## config.mk

```make
export PLATFORM = sky130hd
export DESIGN_NAME = b_opx_scan
export DESIGN_NICKNAME = d
export VERILOG_FILES = /design/src/rtl/b_opx_pkg.sv /design/src/rtl/b_opx_debounce.sv /design/src/rtl/b_opx_scan.sv
export SDC_FILE = /design/constraint.sdc
export NUM_CORES = 1
export LEC_CHECK = 0
export ABC_AREA = 1
export CORE_MARGIN = 2
export CORE_UTILIZATION = 43
export CTS_CLUSTER_DIAMETER = 40
export DETAILED_ROUTE_END_ITERATION = 8
export GPL_TIMING_DRIVEN = 0
export PLACE_DENSITY = 0.64
export SKIP_LAST_GASP = 1
export SYNTH_ARGS = -nofsm -noshare
export SYNTH_HDL_FRONTEND = slang
export SYNTH_SLANG_ARGS = --single-unit
```

## constraint.sdc

```tcl
create_clock -name i_sys_clock -period 2.8 [get_ports i_sys_clock]
set_input_delay 0.56 -clock i_sys_clock [delete_from_list [all_inputs] [get_ports i_sys_clock]]
set_output_delay 0.56 -clock i_sys_clock [all_outputs]
set_load 0.03 [all_outputs]
```

## src/rtl/b_opx_pkg.sv

```systemverilog
// Shared types and constants for the operator keypad scanner.
package b_opx_pkg;

  typedef enum logic [1:0] {SCAN, DEBOUNCE, HELD} state_t;

  localparam int unsigned OP_ADD = 0;
  localparam int unsigned OP_SUB = 1;
  localparam int unsigned OP_MUL = 2;
  localparam int unsigned OP_DIV = 3;
  localparam int unsigned OP_NOT = 4;
  localparam int unsigned OP_AND = 5;
  localparam int unsigned OP_OR  = 6;
  localparam int unsigned OP_XOR = 7;
  localparam int unsigned OP_LSR = 8;
  localparam int unsigned OP_LSL = 9;
  localparam int unsigned OP_ASR = 10;
  localparam int unsigned OP_ASL = 11;
  localparam int unsigned OP_NEG = 12;

  localparam logic [15:0] DEFAULT_VALID_MASK = 16'h0FFF;

  localparam int unsigned REPEAT_DELAY  = 32;
  localparam int unsigned REPEAT_PERIOD = 8;

endpackage

```

## src/rtl/b_opx_debounce.sv

```systemverilog
// Stability counter: done_c fires on the CYCLES-th consecutive cycle with same high.
module b_opx_debounce
  import b_opx_pkg::*;
#(
  parameter int unsigned CYCLES = 2
) (
  input  logic clk,
  input  logic rst,
  input  logic same,
  output logic done_c
);

  localparam int unsigned CNT_W = $clog2(CYCLES + 1);

  logic [CNT_W-1:0] cnt;

  assign done_c = same && (cnt == CNT_W'(CYCLES - 1));

  // Counter self-clears on done so it is ready for the next phase (press -> release).
  always_ff @(posedge clk or posedge rst) begin
    if (rst) begin
      cnt <= '0;
    end else if (same && !done_c) begin
      cnt <= cnt + CNT_W'(1);
    end else begin
      cnt <= '0;
    end
  end

endmodule

```

## src/rtl/b_opx_scan.sv

```systemverilog
// Operator keypad scanner: one-cold column scan, debounce, keycode encode, sign flag.
// Optional auto-repeat of held operator keys when B_OPX_AUTO_REPEAT_EN is defined.
module b_opx_scan
  import b_opx_pkg::*;
#(
  parameter int unsigned ROWS            = 4,
  parameter int unsigned COLS            = 4,
  parameter int unsigned SCAN_DWELL      = 1,
  parameter int unsigned DEBOUNCE_CYCLES = 2,
  parameter logic [ROWS*COLS-1:0] VALID_MASK = DEFAULT_VALID_MASK,
  parameter int unsigned NEG_KEY         = 12,
  localparam int unsigned KC_W           = $clog2(ROWS * COLS)
) (
  input  logic            i_sys_clock,
  input  logic            i_sys_reset,
  input  logic [ROWS-1:0] i_b_opx_keypad_row,
  input  logic            i_b_opx_hex_new_input,
  output logic [COLS-1:0] o_b_opx_keypad_column,
  output logic [KC_W-1:0] o_b_opx_keycode,
  output logic            o_b_opx_valid_key_pressed,
  output logic            o_b_opx_neg_flag,
  output logic            o_b_opx_key_held
);

  localparam int unsigned ROW_W = (ROWS > 1) ? $clog2(ROWS) : 1;
  localparam int unsigned COL_W = (COLS > 1) ? $clog2(COLS) : 1;
  localparam int unsigned DW_W  = $clog2(SCAN_DWELL + 1);
  localparam logic [COLS-1:0] ONE_COL = COLS'(1);

  state_t           state;
  logic [COL_W-1:0] col_idx;
  logic [COL_W-1:0] col_nxt;
  logic [DW_W-1:0]  dwell;
  logic [ROW_W-1:0] lat_row;
  logic [ROW_W-1:0] low_idx;
  logic             any_low;
  logic             press_same;
  logic             db_same;
  logic             db_done;
  logic [KC_W-1:0]  key;

`ifdef B_OPX_AUTO_REPEAT_EN
  localparam int unsigned RPT_W = $clog2(REPEAT_DELAY);
  logic [RPT_W-1:0] rpt_cnt;
  logic             rpt_arm;
`endif

  // Lowest-index active-low row wins.
  always_comb begin
    low_idx = '0;
    any_low = 1'b0;
    for (int i = ROWS - 1; i >= 0; i--) begin
      if (!i_b_opx_keypad_row[i]) begin
        low_idx = ROW_W'(i);
        any_low = 1'b1;
      end
    end
  end

  assign press_same = any_low && (low_idx == lat_row);
  assign col_nxt    = (col_idx == COL_W'(COLS - 1)) ? '0 : col_idx + COL_W'(1);
  assign key        = KC_W'(32'(col_idx) * ROWS + 32'(lat_row));

  // The one counter tracks press stability in DEBOUNCE and release stability in HELD.
  always_comb begin
    db_same = 1'b0;
    case (state)
      DEBOUNCE: db_same = press_same;
      HELD:     db_same = !any_low;
      default:  db_same = 1'b0;
    endcase
  end

  b_opx_debounce #(
    .CYCLES (DEBOUNCE_CYCLES)
  ) u_debounce (
    .clk    (i_sys_clock),
    .rst    (i_sys_reset),
    .same   (db_same),
    .done_c (db_done)
  );

  always_ff @(posedge i_sys_clock or posedge i_sys_reset) begin
    if (i_sys_reset) begin
      state                     <= SCAN;
      col_idx                   <= '0;
      dwell                     <= '0;
      lat_row                   <= '0;
      o_b_opx_keypad_column     <= ~ONE_COL;
      o_b_opx_keycode           <= '0;
      o_b_opx_valid_key_pressed <= 1'b0;
      o_b_opx_neg_flag          <= 1'b0;
      o_b_opx_key_held          <= 1'b0;
`ifdef B_OPX_AUTO_REPEAT_EN
      rpt_cnt                   <= '0;
      rpt_arm                   <= 1'b0;
`endif
    end else begin
      o_b_opx_valid_key_pressed <= 1'b0;
      case (state)
        SCAN: begin
          if (any_low) begin
            state   <= DEBOUNCE;
            lat_row <= low_idx;
            dwell   <= '0;
          end else if (dwell == DW_W'(SCAN_DWELL - 1)) begin
            dwell                 <= '0;
            col_idx               <= col_nxt;
            o_b_opx_keypad_column <= ~(ONE_COL << col_nxt);
          end else begin
            dwell <= dwell + DW_W'(1);
          end
        end
        DEBOUNCE: begin
          if (!press_same) begin
            state                 <= SCAN;
            dwell                 <= '0;
            col_idx               <= col_nxt;
            o_b_opx_keypad_column <= ~(ONE_COL << col_nxt);
          end else if (db_done) begin
            state            <= HELD;
            o_b_opx_key_held <= 1'b1;
`ifdef B_OPX_AUTO_REPEAT_EN
            rpt_cnt <= '0;
            rpt_arm <= 1'b0;
`endif
            if (key == KC_W'(NEG_KEY)) begin
              o_b_opx_neg_flag <= ~o_b_opx_neg_flag;
            end else if (VALID_MASK[key]) begin
              o_b_opx_keycode           <= key;
              o_b_opx_valid_key_pressed <= 1'b1;
`ifdef B_OPX_AUTO_REPEAT_EN
              rpt_arm <= 1'b1;
`endif
            end
          end
        end
        HELD: begin
`ifdef B_OPX_AUTO_REPEAT_EN
          // Repeats stop for good once the release count has started.
          if (!any_low) begin
            rpt_arm <= 1'b0;
          end else if (rpt_arm) begin
            if (rpt_cnt == RPT_W'(REPEAT_DELAY - 1)) begin
              o_b_opx_valid_key_pressed <= 1'b1;
              rpt_cnt <= RPT_W'(REPEAT_DELAY - REPEAT_PERIOD);
            end else begin
              rpt_cnt <= rpt_cnt + RPT_W'(1);
            end
          end
`endif
          if (db_done) begin
            state                 <= SCAN;
            o_b_opx_key_held      <= 1'b0;
            dwell                 <= '0;
            col_idx               <= col_nxt;
            o_b_opx_keypad_column <= ~(ONE_COL << col_nxt);
          end
        end
        default: state <= SCAN;
      endcase
      // New operand digit clears the sign, overriding a same-cycle toggle.
      if (i_b_opx_hex_new_input) begin
        o_b_opx_neg_flag <= 1'b0;
      end
    end
  end

endmodule

```

==> metrics, run 1 <==
pin count of the biggest net entering global routing=20; core area=2430 um2; Synth Instances=127; CTS root buffer=clkbuf_4; Area Overhead vs Synth=21.7%; Final setup viols=0; Unique masters post-synth=21; All-Layer GR Usage=15.9%; delay-heaviest family, CP=buffers and inverters; CTS Buf Count=3; Req. time, crit path=2.24 ns; first-pass GRT wire length=3.27 mm; dpl hpwl=1.50 mm; CTS Buffer Depth=2; post-synthesis net count=144; maximum clock frequency=487 MHz; Worst path max stage delay=0.66 ns; setup TNS=0 ns; Pwr Density=1040 nW/um2; clock transition at the registers of the reported paths=0.10 ns; vias per cell=4.62; most common cell after layout, fill and taps aside=nand2_1; Die ar.=2920 um2; clock skew=0.00944 ns; crit path max fanout=2; CP Buf/Inv Count=1; Wirelength per Cell=10.5 um; Static Leak=0.656 nW; synth warn=0; Starting Density=44.3%; pin slew with the least headroom to its limit=0.699 ns; hold crit path type=register to register; Max IR drop VDD=0.000608 V; CP arrival=1.49 ns; DRC viols=0; commonest non-fill, non-tap cells in the layout=nand2_1, clkdlybuf4s50_1, inv_1, dfrtp_1, nor2_1; crit-path cells=clkdlybuf4s50_1; port buffer count=17; fin util=54.0%; Die X-Extent=54.1 um; I/O pin count=18; RSZ-0062 raised after global routing=no; Worst-Skew Late Latency=0.29 ns; Starting DRT DRC Count=7; total grt overflow=0; synthesized area=1080 um2; vias post-DR=822; Final Max Slew Viols=0; TritonCTS clock tree=built; placer's final routability congestion estimate=0.825; Antenna diodes=0; htree depth=1; Final Hold Vio Count=0; Worst Setup Start Kind=register; syn avg cell area=8.49 um2; ANT nets after route=0; post-cts sizing count=0; postcts setup bufs=0; post-synthesis sequential area ratio=44.4%; Fill cells=230; number of synthesized register bits=19; critical setup path kind=register to primary output; Layout Nets=166; layout cell share with drive strength beyond 1=13.5%; vias in the first global route=765; Clock Sinks=19; CTS Hold Bufs=0; TritonRoute pass-1 iters=4; fin crit period=2.05 ns; Final Cycle Share=73.3%; Total Wirelength=1.86 mm; Worst path slowest cell=clkdlybuf4s50_1; CP endpoint kind=primary output; Worst slew margin=53.3%; Overall Power=0.00136 W; overall die height=54.1 um; max cap viols=0; num rows=18; initial antenna violation count=0; outcome=completed
## stage by stage
| step | hold slack, ns | area [um2] | worst slack (ns) | std cells |
|---|---|---|---|---|
| 2_1_floorplan | 0.409 | 1080 | 1.25 | 127 |
| 3_3_place_gp | 0.421 | 1290 | 0.609 | 174 |
| 3_5_place_dp | 0.433 | 1290 | 0.562 | 174 |
| 4_1_cts | 0.447 | 1310 | 0.726 | 178 |
| 5_1_grt | 0.467 | 1310 | 0.690 | 178 |
| 6_report | 0.441 | 1310 | 0.747 | 178 |
## state kept, by name (all words and copies together), names as in the netlist
signal                     flops
o_b_opx_keypad_column          4
u_debounce.cnt                 2
col_idx                        2
o_b_opx_key_held               1
o_b_opx_neg_flag               1
state                          2
o_b_opx_valid_key_pressed      1
o_b_opx_keycode                4
lat_row                        2
## path summary, 6_finish.rpt
path | from | to | slack (ns) | depth (start not counted)
max reg2reg | state[1] | col_idx[1] | 1.16 | 11
max in group asynchronous | i_sys_reset | o_b_opx_key_held | 1.68 | 2
min reg2reg | u_debounce.cnt[0] | u_debounce.cnt[0] | 0.44 | 1
max | o_b_opx_keypad_column[2] | o_b_opx_keypad_column[2] | 0.75 | 1
min in group asynchronous | i_sys_reset | o_b_opx_keycode[3] | 0.67 | 2
min | u_debounce.cnt[0] | u_debounce.cnt[0] | 0.44 | 1
## cell type report
type	instances	area, um2	share of cell area [%]
Inverter	19	71.3	5.43
Tap cell	30	37.5	2.86
Clock buffer	4	26.3	2.00
Multi-Input combinational cell	89	528	40.2
Sequential cell	19	479	36.5
Timing Repair Buffer	17	170	13.0
## layer usage
layer,track usage [%],vias up,wire [um]
li1,-,433,-
met1,20.0,374,910
met5,0,-,0
met3,5.83,2,88
met4,3.75,0,11
met2,25.8,13,852
## cell usage after synthesis (all sizes together)
cell | instances | area (um2)
o21bai | 1 | 7.51
dfrtp | 16 | 400
nand3b | 1 | 7.51
clkinv | 1 | 3.75
dfstp | 3 | 78.8
nand3 | 12 | 70.1
nand4 | 1 | 21.3
inv | 18 | 67.6
or2 | 1 | 6.26
o21ai | 3 | 15.0
nand2 | 38 | 163
nor2 | 17 | 87.6
ha | 10 | 125
a21oi | 5 | 25.0
## cells by family (layout without fill, tap and decap cells)
logic type	after synthesis	in the layout	synth area share, %
simple gates	70	70	32.9
flops	19	19	44.4
buf+inv	19	40	6.61
fa+ha+maj	10	10	11.6
compound gates	9	9	4.41
## power by group
| group | internal [W] | switching (W) | total [W] |
|---|---|---|---|
| registers | 0.000401 | 0.0000795 | 0.000481 |
| logic | 0.000289 | 0.000458 | 0.000746 |
| clock network | 0.0000554 | 0.0000768 | 0.000132 |
No activity file was read; power rests on OpenSTA's default activity.
==> inputs of run 2 (changes only) <==
PLACE_DENSITY = 0.66   (was 0.64)
clock period = 1.71 ns   (was 2.8 ns; I/O delays follow)
==> run 2 against run 1 <==
Compared with the run above: critical path depth unchanged; first-iteration DRC count unchanged; sequential cell count unchanged; register-to-register slack got worse by 1.0 ns; clock-buffer cell count decreased by 1.
==> metrics, run 2 (same netlist as run 1, synthesis figures left out) <==
Layout Nets=168 (+1.2%); CTS Hold Bufs=0 (unchanged); pin slew with the least headroom to its limit=0.716 ns (+0.0163 ns); DRC viols=0 (unchanged); Worst slew margin=52.2% (-1.1 points); CTS Buf Count=3 (unchanged); I/O pin count=18 (unchanged); Final Hold Vio Count=0 (unchanged); Starting DRT DRC Count=7 (unchanged); CTS Buffer Depth=2 (unchanged); TritonCTS clock tree=built; Min Hold Slack=0.415 ns (-0.0261 ns); Fill cells=237 (+3.0%); Placed Area=1290 um2 (unchanged); Final Max Slew Viols=0 (unchanged); commonest non-fill, non-tap cells in the layout=nand2_1, inv_1, dfrtp_1; CTS root buffer=clkbuf_4; Worst Setup Start Kind=register; Final setup viols=0 (unchanged); Max IR drop VDD=0.000949 V (+56%); dpl hpwl=1.45 mm (-3.0%); pin count of the biggest net entering global routing=20 (unchanged); Pwr Density=1640 nW/um2 (+59%); layout cell share with drive strength beyond 1=20.0% (+6.5 points); ANT nets after route=0 (unchanged); Static Leak=0.774 nW (+18%); Worst path max stage delay=0.65 ns (about the same); Clock Sinks=19 (unchanged); All-Layer GR Usage=16.1% (+0.19 points); max cap viols=0 (unchanged); placed insts=174 (unchanged); crit path max fanout=1 (-1); Die ar.=2920 um2 (unchanged); Largest regs=o_b_opx_keycode (4), o_b_opx_keypad_column (4); outcome=completed; Antenna diodes=0 (unchanged); initial antenna violation count=0 (unchanged); port buffer count=17 (unchanged); Area Overhead vs Synth=28.0%; post-route cell area=1380 um2 (+5.1%); Wirelength per Cell=11.3 um (+7.5%); maximum clock frequency=611 MHz; placer's final routability congestion estimate=0.728 (-12%); Worst path slowest cell=clkdlybuf4s50_1; Req. time, crit path=1.37 ns (-0.87 ns); CP arrival=1.30 ns (-0.19 ns); TritonRoute pass-1 iters=4 (unchanged); Die X-Extent=54.1 um (unchanged); fin cells=180 (+1.1%); core area=2430 um2 (unchanged); Final Cycle Share=95.8%; area occupied by multi-input gates=571 um2 (+8.1%); overall die height=54.1 um (unchanged); clock skew=0.00621 ns (-0.00322 ns); most common cell after layout, fill and taps aside=nand2_1; vias in the first global route=730 (-4.6%); vias post-DR=837 (+1.8%); RSZ-0062 raised after global routing=no; first-pass GRT wire length=3.32 mm (+1.5%); setup TNS=0 ns (unchanged); Total Wirelength=2.03 mm (+8.8%); worst setup margin=0.0720 ns (-0.675 ns); htree depth=1 (unchanged); Seq. cell area=480 um2 (+0.26%); num rows=18 (unchanged); Placement Setup Slack=-0.273 ns (-0.835 ns); Starting Density=44.3% (unchanged); Worst-Skew Late Latency=0.31 ns (+0.02 ns); CP endpoint kind=primary output; critical setup path kind=register to primary output; fin crit period=1.64 ns; vias per cell=4.65 (+0.69%); delay-heaviest family, CP=buffers and inverters; CP Buf/Inv Count=1 (unchanged); crit-path cells=clkdlybuf4s50_1; total grt overflow=0 (unchanged); hold crit path type=input port to register; clock transition at the registers of the reported paths=0.12 ns (+0.02 ns)
[run 2: cell count changes in the layout (fill, tap and decap cells not counted), sizes merged]
| cell | before | now |
|---|---|---|
| clkdlybuf4s50 | 17 | 5 |
| dlymetal6s2s | 0 | 8 |
| dlygate4sd2 | 0 | 4 |
| buf | 0 | 1 |
| clkbuf | 4 | 3 |
| clkinv | 1 | 2 |
| nor2 | 17 | 18 |
[run 2: cell type report]
| cell class | instances | share of cell area (%) |
|---|---|---|
| tap | 30 | 2.72 |
| clock buffer | 3 | 1.63 |
| clock inverter | 1 | 0.363 |
| timing repair buffer | 18 | 14.0 |
| sequential | 19 | 34.8 |
| inverter | 19 | 5.17 |
| multi-input combinational | 90 | 41.3 |
[run 2: metal layers]
metal	up-vias	part of all wire, %	global-route usage [%]
met3	5	3.3	2.78
met2	14	45	24.0
met5	-	0	0
met4	0	2.4	8.75
met1	376	49	21.9
li1	442	-	-
[run 2: what timing repair did]
| action | in CTS | in global routing |
|---|---|---|
| resized for setup | 4 | 17 |
| pin swaps | 0 | 2 |
| buffers inserted | 0 | 1 |
| gates cloned | 0 | 1 |
| setup endpoints to repair | 4 | 19 |
[run 2: final timing paths]
| check | start | cells past startpoint | to | slack, ns |
|---|---|---|---|---|
| min in group asynchronous | i_sys_reset | 2 | col_idx[0] | 0.43 |
| worst min-delay path | i_b_opx_keypad_row[1] | 3 | lat_row[1] | 0.41 |
| worst min register to register | u_debounce.cnt[0] | 1 | u_debounce.cnt[0] | 0.44 |
| worst max-delay path | o_b_opx_valid_key_pressed | 1 | o_b_opx_valid_key_pressed | 0.07 |
| max in group asynchronous | i_sys_reset | 2 | state[0] | 0.79 |
| worst max register to register | state[1] | 10 | o_b_opx_keycode[3] | 0.15 |
[run 2: where the power goes]
part | leakage, nW | switching, W | internal (W)
clock | 0.0177 | 0.000157 | 0.0000874
sequential | 0.238 | 0.000133 | 0.000658
combinational | 0.518 | 0.000773 | 0.000458
[run 2: through the flow]
stage,power [W],utilization (%)
5_1_grt,0.00247,56.7
3_5_place_dp,0.00202,52.9
3_3_place_gp,0.00200,52.9
6_report,0.00227,56.7
2_1_floorplan,0.00165,-
4_1_cts,0.00224,53.8
==> inputs of run 3 (changes only) <==
CTS_CLUSTER_SIZE = 30   (was not set)
==> results of run 3 <==
The final DEF is identical to that of run 2; final timing and power are the same.
